<file path="src/rtl/core_pkg.sv">
// Shared RV32I core definitions: ALU control codes,
// datapath defaults and small decode helpers.
package core_pkg;

  localparam int XLEN_DEF = 32;
  localparam int RAW_DEF  = 5;

  localparam logic [3:0] ALU_ADD   = 4'b0000;
  localparam logic [3:0] ALU_SUB   = 4'b1000;
  localparam logic [3:0] ALU_SLL   = 4'b0001;
  localparam logic [3:0] ALU_SLT   = 4'b0010;
  localparam logic [3:0] ALU_SLTU  = 4'b1010;
  localparam logic [3:0] ALU_PASSB = 4'b0011;
  localparam logic [3:0] ALU_XOR   = 4'b0100;
  localparam logic [3:0] ALU_SRL   = 4'b0101;
  localparam logic [3:0] ALU_SRA   = 4'b1101;
  localparam logic [3:0] ALU_OR    = 4'b0110;
  localparam logic [3:0] ALU_AND   = 4'b0111;

  // Stores carry rd_wen=0, and their rs2 is the store data.
  function automatic logic rs2_used(
    input logic b_sel_imm,
    input logic rd_wen
  );
    return !b_sel_imm || !rd_wen;
  endfunction

  function automatic logic rs1_used(
    input logic a_sel_pc
  );
    return !a_sel_pc;
  endfunction

endpackage

</file>
<file path="src/rtl/id_ex_stage_fwd_mux.sv">
// Operand bypass mux: EX/MEM beats MEM/WB beats the
// latched register-file value; x0 always reads zero.
module fwd_mux
  import core_pkg::*;
#(
  parameter int XLEN = XLEN_DEF,
  parameter int RAW  = RAW_DEF
) (
  input  logic [RAW-1:0]  rs_addr,
  input  logic [XLEN-1:0] rf_data,
  input  logic            exm_valid,
  input  logic            exm_rd_wen,
  input  logic            exm_is_load,
  input  logic [RAW-1:0]  exm_rd_addr,
  input  logic [XLEN-1:0] exm_result,
  input  logic            wb_valid,
  input  logic            wb_rd_wen,
  input  logic [RAW-1:0]  wb_rd_addr,
  input  logic [XLEN-1:0] wb_result,
  output logic [XLEN-1:0] fwd_data
);

  logic zero;
  logic exm_hit;
  logic wb_hit;

  assign zero = (rs_addr == '0);

  // A load in EX/MEM has no data yet; the hazard
  // logic stalls instead of bypassing it.
  assign exm_hit = exm_valid && exm_rd_wen
                && !exm_is_load
                && (exm_rd_addr == rs_addr);

  assign wb_hit = wb_valid && wb_rd_wen
               && (wb_rd_addr == rs_addr);

  always_comb begin
    fwd_data = rf_data;
    priority case (1'b1)
      zero:    fwd_data = '0;
      exm_hit: fwd_data = exm_result;
      wb_hit:  fwd_data = wb_result;
      default: fwd_data = rf_data;
    endcase
  end

endmodule

</file>
<file path="src/rtl/id_ex_stage.sv">
// ID->EX pipeline register with bypass and load-use stall.
// Optional IDEX_PERF_CNT_EN adds bubble/stall counters.
module id_ex_stage
  import core_pkg::*;
#(
  parameter int XLEN = XLEN_DEF,
  parameter int RAW  = RAW_DEF
) (
  input  logic            clk,
  input  logic            rst,
  input  logic            in_valid,
  output logic            in_ready,
  input  logic [XLEN-1:0] in_pc,
  input  logic [RAW-1:0]  in_rs1_addr,
  input  logic [RAW-1:0]  in_rs2_addr,
  input  logic [XLEN-1:0] in_rs1_data,
  input  logic [XLEN-1:0] in_rs2_data,
  input  logic [XLEN-1:0] in_imm,
  input  logic            in_a_sel_pc,
  input  logic            in_b_sel_imm,
  input  logic [3:0]      in_aluc,
  input  logic [RAW-1:0]  in_rd_addr,
  input  logic            in_rd_wen,
  input  logic            in_is_load,
  input  logic            flush,
  input  logic            exm_valid,
  input  logic            exm_rd_wen,
  input  logic            exm_is_load,
  input  logic [RAW-1:0]  exm_rd_addr,
  input  logic [XLEN-1:0] exm_result,
  input  logic            wb_valid,
  input  logic            wb_rd_wen,
  input  logic [RAW-1:0]  wb_rd_addr,
  input  logic [XLEN-1:0] wb_result,
  output logic            out_valid,
  input  logic            out_ready,
  output logic [XLEN-1:0] alu_a,
  output logic [XLEN-1:0] alu_b,
  output logic [3:0]      alu_aluc,
  output logic [XLEN-1:0] out_pc,
  output logic [XLEN-1:0] out_store_data,
  output logic [RAW-1:0]  out_rd_addr,
  output logic            out_rd_wen,
  output logic            out_is_load
`ifdef IDEX_PERF_CNT_EN
  ,
  output logic [31:0]     perf_bubble_cnt,
  output logic [31:0]     perf_stall_cnt
`endif
);

  typedef struct packed {
    logic [XLEN-1:0] pc;
    logic [XLEN-1:0] rs1_data;
    logic [XLEN-1:0] rs2_data;
    logic [XLEN-1:0] imm;
    logic [RAW-1:0]  rs1_addr;
    logic [RAW-1:0]  rs2_addr;
    logic [RAW-1:0]  rd_addr;
    logic            a_sel_pc;
    logic            b_sel_imm;
    logic [3:0]      aluc;
    logic            rd_wen;
    logic            is_load;
  } id_ex_t;

  id_ex_t          q;
  id_ex_t          d;
  logic            v_q;
  logic            hazard;
  logic            accept;
  logic            fire;
  logic            ld_pending;
  logic            hit1;
  logic            hit2;
  logic [XLEN-1:0] fwd_rs1;
  logic [XLEN-1:0] fwd_rs2;

  always_comb begin
    d          = '0;
    d.pc       = in_pc;
    d.rs1_data = in_rs1_data;
    d.rs2_data = in_rs2_data;
    d.imm      = in_imm;
    d.rs1_addr = in_rs1_addr;
    d.rs2_addr = in_rs2_addr;
    d.rd_addr  = in_rd_addr;
    d.a_sel_pc = in_a_sel_pc;
    d.b_sel_imm = in_b_sel_imm;
    d.aluc     = in_aluc;
    d.rd_wen   = in_rd_wen;
    d.is_load  = in_is_load;
  end

  fwd_mux #(.XLEN(XLEN), .RAW(RAW)) u_fwd1 (
    .rs_addr     (q.rs1_addr),
    .rf_data     (q.rs1_data),
    .exm_valid   (exm_valid),
    .exm_rd_wen  (exm_rd_wen),
    .exm_is_load (exm_is_load),
    .exm_rd_addr (exm_rd_addr),
    .exm_result  (exm_result),
    .wb_valid    (wb_valid),
    .wb_rd_wen   (wb_rd_wen),
    .wb_rd_addr  (wb_rd_addr),
    .wb_result   (wb_result),
    .fwd_data    (fwd_rs1)
  );

  fwd_mux #(.XLEN(XLEN), .RAW(RAW)) u_fwd2 (
    .rs_addr     (q.rs2_addr),
    .rf_data     (q.rs2_data),
    .exm_valid   (exm_valid),
    .exm_rd_wen  (exm_rd_wen),
    .exm_is_load (exm_is_load),
    .exm_rd_addr (exm_rd_addr),
    .exm_result  (exm_result),
    .wb_valid    (wb_valid),
    .wb_rd_wen   (wb_rd_wen),
    .wb_rd_addr  (wb_rd_addr),
    .wb_result   (wb_result),
    .fwd_data    (fwd_rs2)
  );

  assign ld_pending = exm_valid && exm_is_load
                   && exm_rd_wen
                   && (exm_rd_addr != '0);

  assign hit1 = rs1_used(q.a_sel_pc)
             && (exm_rd_addr == q.rs1_addr);

  assign hit2 = rs2_used(q.b_sel_imm, q.rd_wen)
             && (exm_rd_addr == q.rs2_addr);

  assign hazard    = ld_pending && (hit1 || hit2);
  assign out_valid = v_q && !hazard;
  assign fire      = out_valid && out_ready;
  assign in_ready  = !v_q || fire;
  assign accept    = in_valid && in_ready;

  // Flush wins over accept so a redirect squashes
  // both the held and the incoming instruction.
  always_ff @(posedge clk or posedge rst) begin
    if (rst) begin
      v_q <= 1'b0;
      q   <= '0;
    end else if (flush) begin
      v_q <= 1'b0;
    end else if (accept) begin
      v_q <= 1'b1;
      q   <= d;
    end else if (fire) begin
      v_q <= 1'b0;
    end
  end

  assign alu_a = q.a_sel_pc ? q.pc : fwd_rs1;
  assign alu_b = q.b_sel_imm ? q.imm : fwd_rs2;

  assign alu_aluc       = q.aluc;
  assign out_pc         = q.pc;
  assign out_store_data = fwd_rs2;
  assign out_rd_addr    = q.rd_addr;
  assign out_rd_wen     = q.rd_wen && out_valid;
  assign out_is_load    = q.is_load;

`ifdef IDEX_PERF_CNT_EN
  always_ff @(posedge clk or posedge rst) begin
    if (rst) begin
      perf_bubble_cnt <= '0;
      perf_stall_cnt  <= '0;
    end else begin
      if (v_q && hazard)
        perf_bubble_cnt <= perf_bubble_cnt + 32'd1;
      if (out_valid && !out_ready)
        perf_stall_cnt <= perf_stall_cnt + 32'd1;
    end
  end
`endif

endmodule

</file>
<file path="config.mk">
export PLATFORM = sky130hd
export DESIGN_NAME = id_ex_stage
export DESIGN_NICKNAME = d
export VERILOG_FILES = /design/src/rtl/core_pkg.sv /design/src/rtl/id_ex_stage_fwd_mux.sv /design/src/rtl/id_ex_stage.sv
export SDC_FILE = /design/constraint.sdc
export NUM_CORES = 1
export LEC_CHECK = 0
export ABC_AREA = 1
export CAP_MARGIN = 30
export CORE_AREA = 2 2 147 149
export DETAILED_ROUTE_END_ITERATION = 8
export DIE_AREA = 0 0 149 151
export HOLD_SLACK_MARGIN = 0.12
export PLACE_DENSITY = 0.8
export SYNTH_ARGS = -nofsm -noshare
export SYNTH_HDL_FRONTEND = slang
export SYNTH_SLANG_ARGS = --single-unit
</file>
<file path="constraint.sdc">
create_clock -name clk -period 10 [get_ports clk]
set_clock_uncertainty 0.05 [all_clocks]
set_input_delay 1 -clock clk [delete_from_list [all_inputs] [get_ports clk]]
set_output_delay 1 -clock clk [all_outputs]
set_load 0.03 [all_outputs]
</file>
==> flow_summary.yaml <==
synth:
  ys_top_cells_by_count: "nand2_1 (496), nand3_1 (187), dfrtp_1 (152)"
  synthSimpleGateAreaFrac: 0.353
  synth_edf_count: 0
  yosys_warnings: 0
  synth_top_family_by_area: "simple AND/OR/NAND/NOR gates"
  synth-xor-area-share: 0.00670
  synthMuxAreaShare: 0
  synthArstFlopShare: 1.00
  yosysMostFrequentCell: "nand2_1"
  synth_flop_cell: "dfrtp_1"
  ys_seq_area_frac: 0.415
  syn_avg_cell_area_sq_um: 6.82
  ys_ff_latch: 152
  synth.area.top_cells: "dfrtp_1 (42%), nand2_1 (20%), nand3_1 (10%), o21ai_0 (7.1%), inv_1 (4.7%)"
  synth_nets: 1578
  syn_inst: 1343
  synth_compound_area_frac: 0.0998
  synth-adder-area-share: 0
  ys_types: 22
  yosysTopAreaCell: "dfrtp_1"
  synth_area_sq_um: 9160
  netlist.area_leader.share: 0.415
detailed_routing:
  num_vias: 10200
  drc: 0
  drt_pass1_iterations: 5
  drt-total-wl_mm: 35.3
  first_iter_violations: 669
  ant_nets: 0
  wire_per_inst_microns: 18.5
  avgViaCountPerCell: 5.36
timing:
  finalCriticalPeriod_ns: 5.30
  relSlewSlack: 0.340
  worst_hold_slack_ns: 0.421
  rsz0062_at_grt: "no"
  tns_ns: 0
  drv_slew: 0
  min_period_over_period: 0.530
  fmax_mhz: 189
  hold_viol_final: 0
  worst_pin_slew_ns: 0.989
  setup_viol: 0
floorplan:
  coreArea_sq_um: 20800
  die_area_sq_um: 22500
  fp.dieW_microns: 149
  die_y_microns: 151
  ios: 376
  rows: 53
  floorplan.initialDensity: 0.440
clocking:
  clockBufferDepth: 2
  cts.sinks: 152
  cts.reportedPaths.clkPinSlew_ns: 0.06
  cts_setup_buffers: 0
  cts_buffers: 17
  cts_resized: 0
  ctsHtreeMaxLevel: 4
  cts_tree: "done"
  clk_latency_ns: 0.42
  root_buffer: "clkbuf_16"
  holdBufCountCts: 0
final_layout:
  fin_area_sq_um: 13300
  drive_gt1_frac: 0.0331
  syn_to_final_growth_pct: 45.8
  nFillCells: 1896
  fin_nets: 1855
  multiInputGateArea_sq_um: 4230
  regArea_sq_um: 3800
  instances_no_fill: 1910
worst_hold_path:
  hold_path.class: "reg -> reg"
pwr:
  leakagePower_nw: 6.57
  peakVddDrop_uv: 108
  powerDensity_nw_per_um2: 181
  power_mw: 2.42
worst_setup_path:
  critPathCaptureType: "primary output"
  r2r_slack_ns: 6.09
  critPathKind: "in -> out"
  cp.arrival_ns: 4.25
  r2r_start: "q[6]"
  regToRegEndpoint: "out_pc[9]"
  crit_required_ns: 8.95
  ff2ff_path_depth: 10
  path_max_fanout: 40
  crit_path_start: "exm_rd_addr[1]"
  crit_path_start_kind: "input port"
  endpoint: "alu_a[18]"
  slowest_stage: "nand4_1"
  max_stage_delay_ns: 0.72
  crit_chain: "clkdlybuf4s50_1 > inv_1 > nand2_1 > nand2_1 > nor2_1 > nand4_1 > buf_4 > o21ai_0 > nor2_1 > o21ai_0 > clkdlybuf4s50_1"
placed_design:
  routabilityCongestion: 0.988
  place_area_sq_um: 12700
  place_inst: 1876
  buffer_ports.inserted: 375
  place_hpwl_mm: 24.5
grt:
  grt_max_degree: 87
  antenna_found_initial: 1
  grt_usage: 0.311
  grt_pass1_wl_mm: 53.9
  grt_pass1_vias: 9975
  grt_overflow_total: 0
flow_run:
  drv_cap: 0
status:
  status: "finished clean"
worst max-delay path, delay by kind of cell:
| kind | cells | cell delay (ns) |
|---|---|---|
| buffers and inverters | 4 | 1.87 |
| and+or+nand+nor | 5 | 1.02 |
| AOI/OAI and AO/OA | 2 | 0.33 |
metal layers:
layer / track usage / part of all wire
met5: 0 / 0
met4: 0.198 / 0.061
met3: 0.0795 / 0.099
met2: 0.501 / 0.47
met1: 0.372 / 0.37
cell type report:
class / instances / area share
Timing Repair Buffer: 388 / 0.290
Sequential cell: 152 / 0.285
Clock buffer: 22 / 0.0355
Multi-Input combinational cell: 943 / 0.317
Clock inverter: 10 / 0.0125
Tap cell: 275 / 0.0258
Antenna cell: 2 / 0.000375
Inverter: 118 / 0.0336
worst min path at each step:
stage	end	startpoint	cells after the start	slack (ns)
global placement	q[39]	q[39]	2	0.40
detailed placement	q[46]	q[46]	2	0.41
floorplan	q[24]	q[24]	2	0.39
CTS	q[117]	q[117]	2	0.42
finish	alu_aluc[3]	alu_aluc[3]	2	0.42
global route	q[74]	q[74]	2	0.44
flip-flops by register name, indices dropped and copies added (netlist names):
register and flops:
alu_aluc 4, out_pc 32, out_is_load 1, q 109, v_q 1, out_rd_addr 5
where the power goes:
group / switching (mW) / internal (mW)
registers: 0.0704 / 0.705
logic: 0.548 / 0.389
clock network: 0.268 / 0.440
total: 0.886 / 1.53
per-stage QoR:
| stage | util | setup slack, ns |
|---|---|---|
| after global placement | 0.609 | 4.80 |
| after global routing | 0.641 | 4.41 |
| after detailed placement | 0.610 | 4.75 |
| after CTS | 0.641 | 4.75 |
| after floorplan | - | 4.86 |
| final | 0.641 | 4.70 |
cell usage in the layout, fill, tap and decap left out, types with 3 or more instances in the layout:
cell	instances
nand2_1	496
clkdlybuf4s50_1	375
nand3_1	185
dfrtp_1	151
o21ai_0	129
inv_1	113
nor2_1	42
o211ai_1	32
and2_1	32
clkbuf_16	17
buf_4	12
nand4_1	6
xor2_1	5
inv_2	4
bufinv_16	4
nor3_1	3
a21oi_1	3
clkbuf_8	3
cells by family (layout without fill, tap and decap cells):
family / Yosys count / after routing
other: 0 / 2
AND/OR/NAND/NOR: 770 / 770
buffers and inverters: 248 / 538
XOR/XNOR: 7 / 7
AO/OA/AOI/OAI: 166 / 166
flip-flops: 152 / 152
Power figures use the tool's default switching activity.
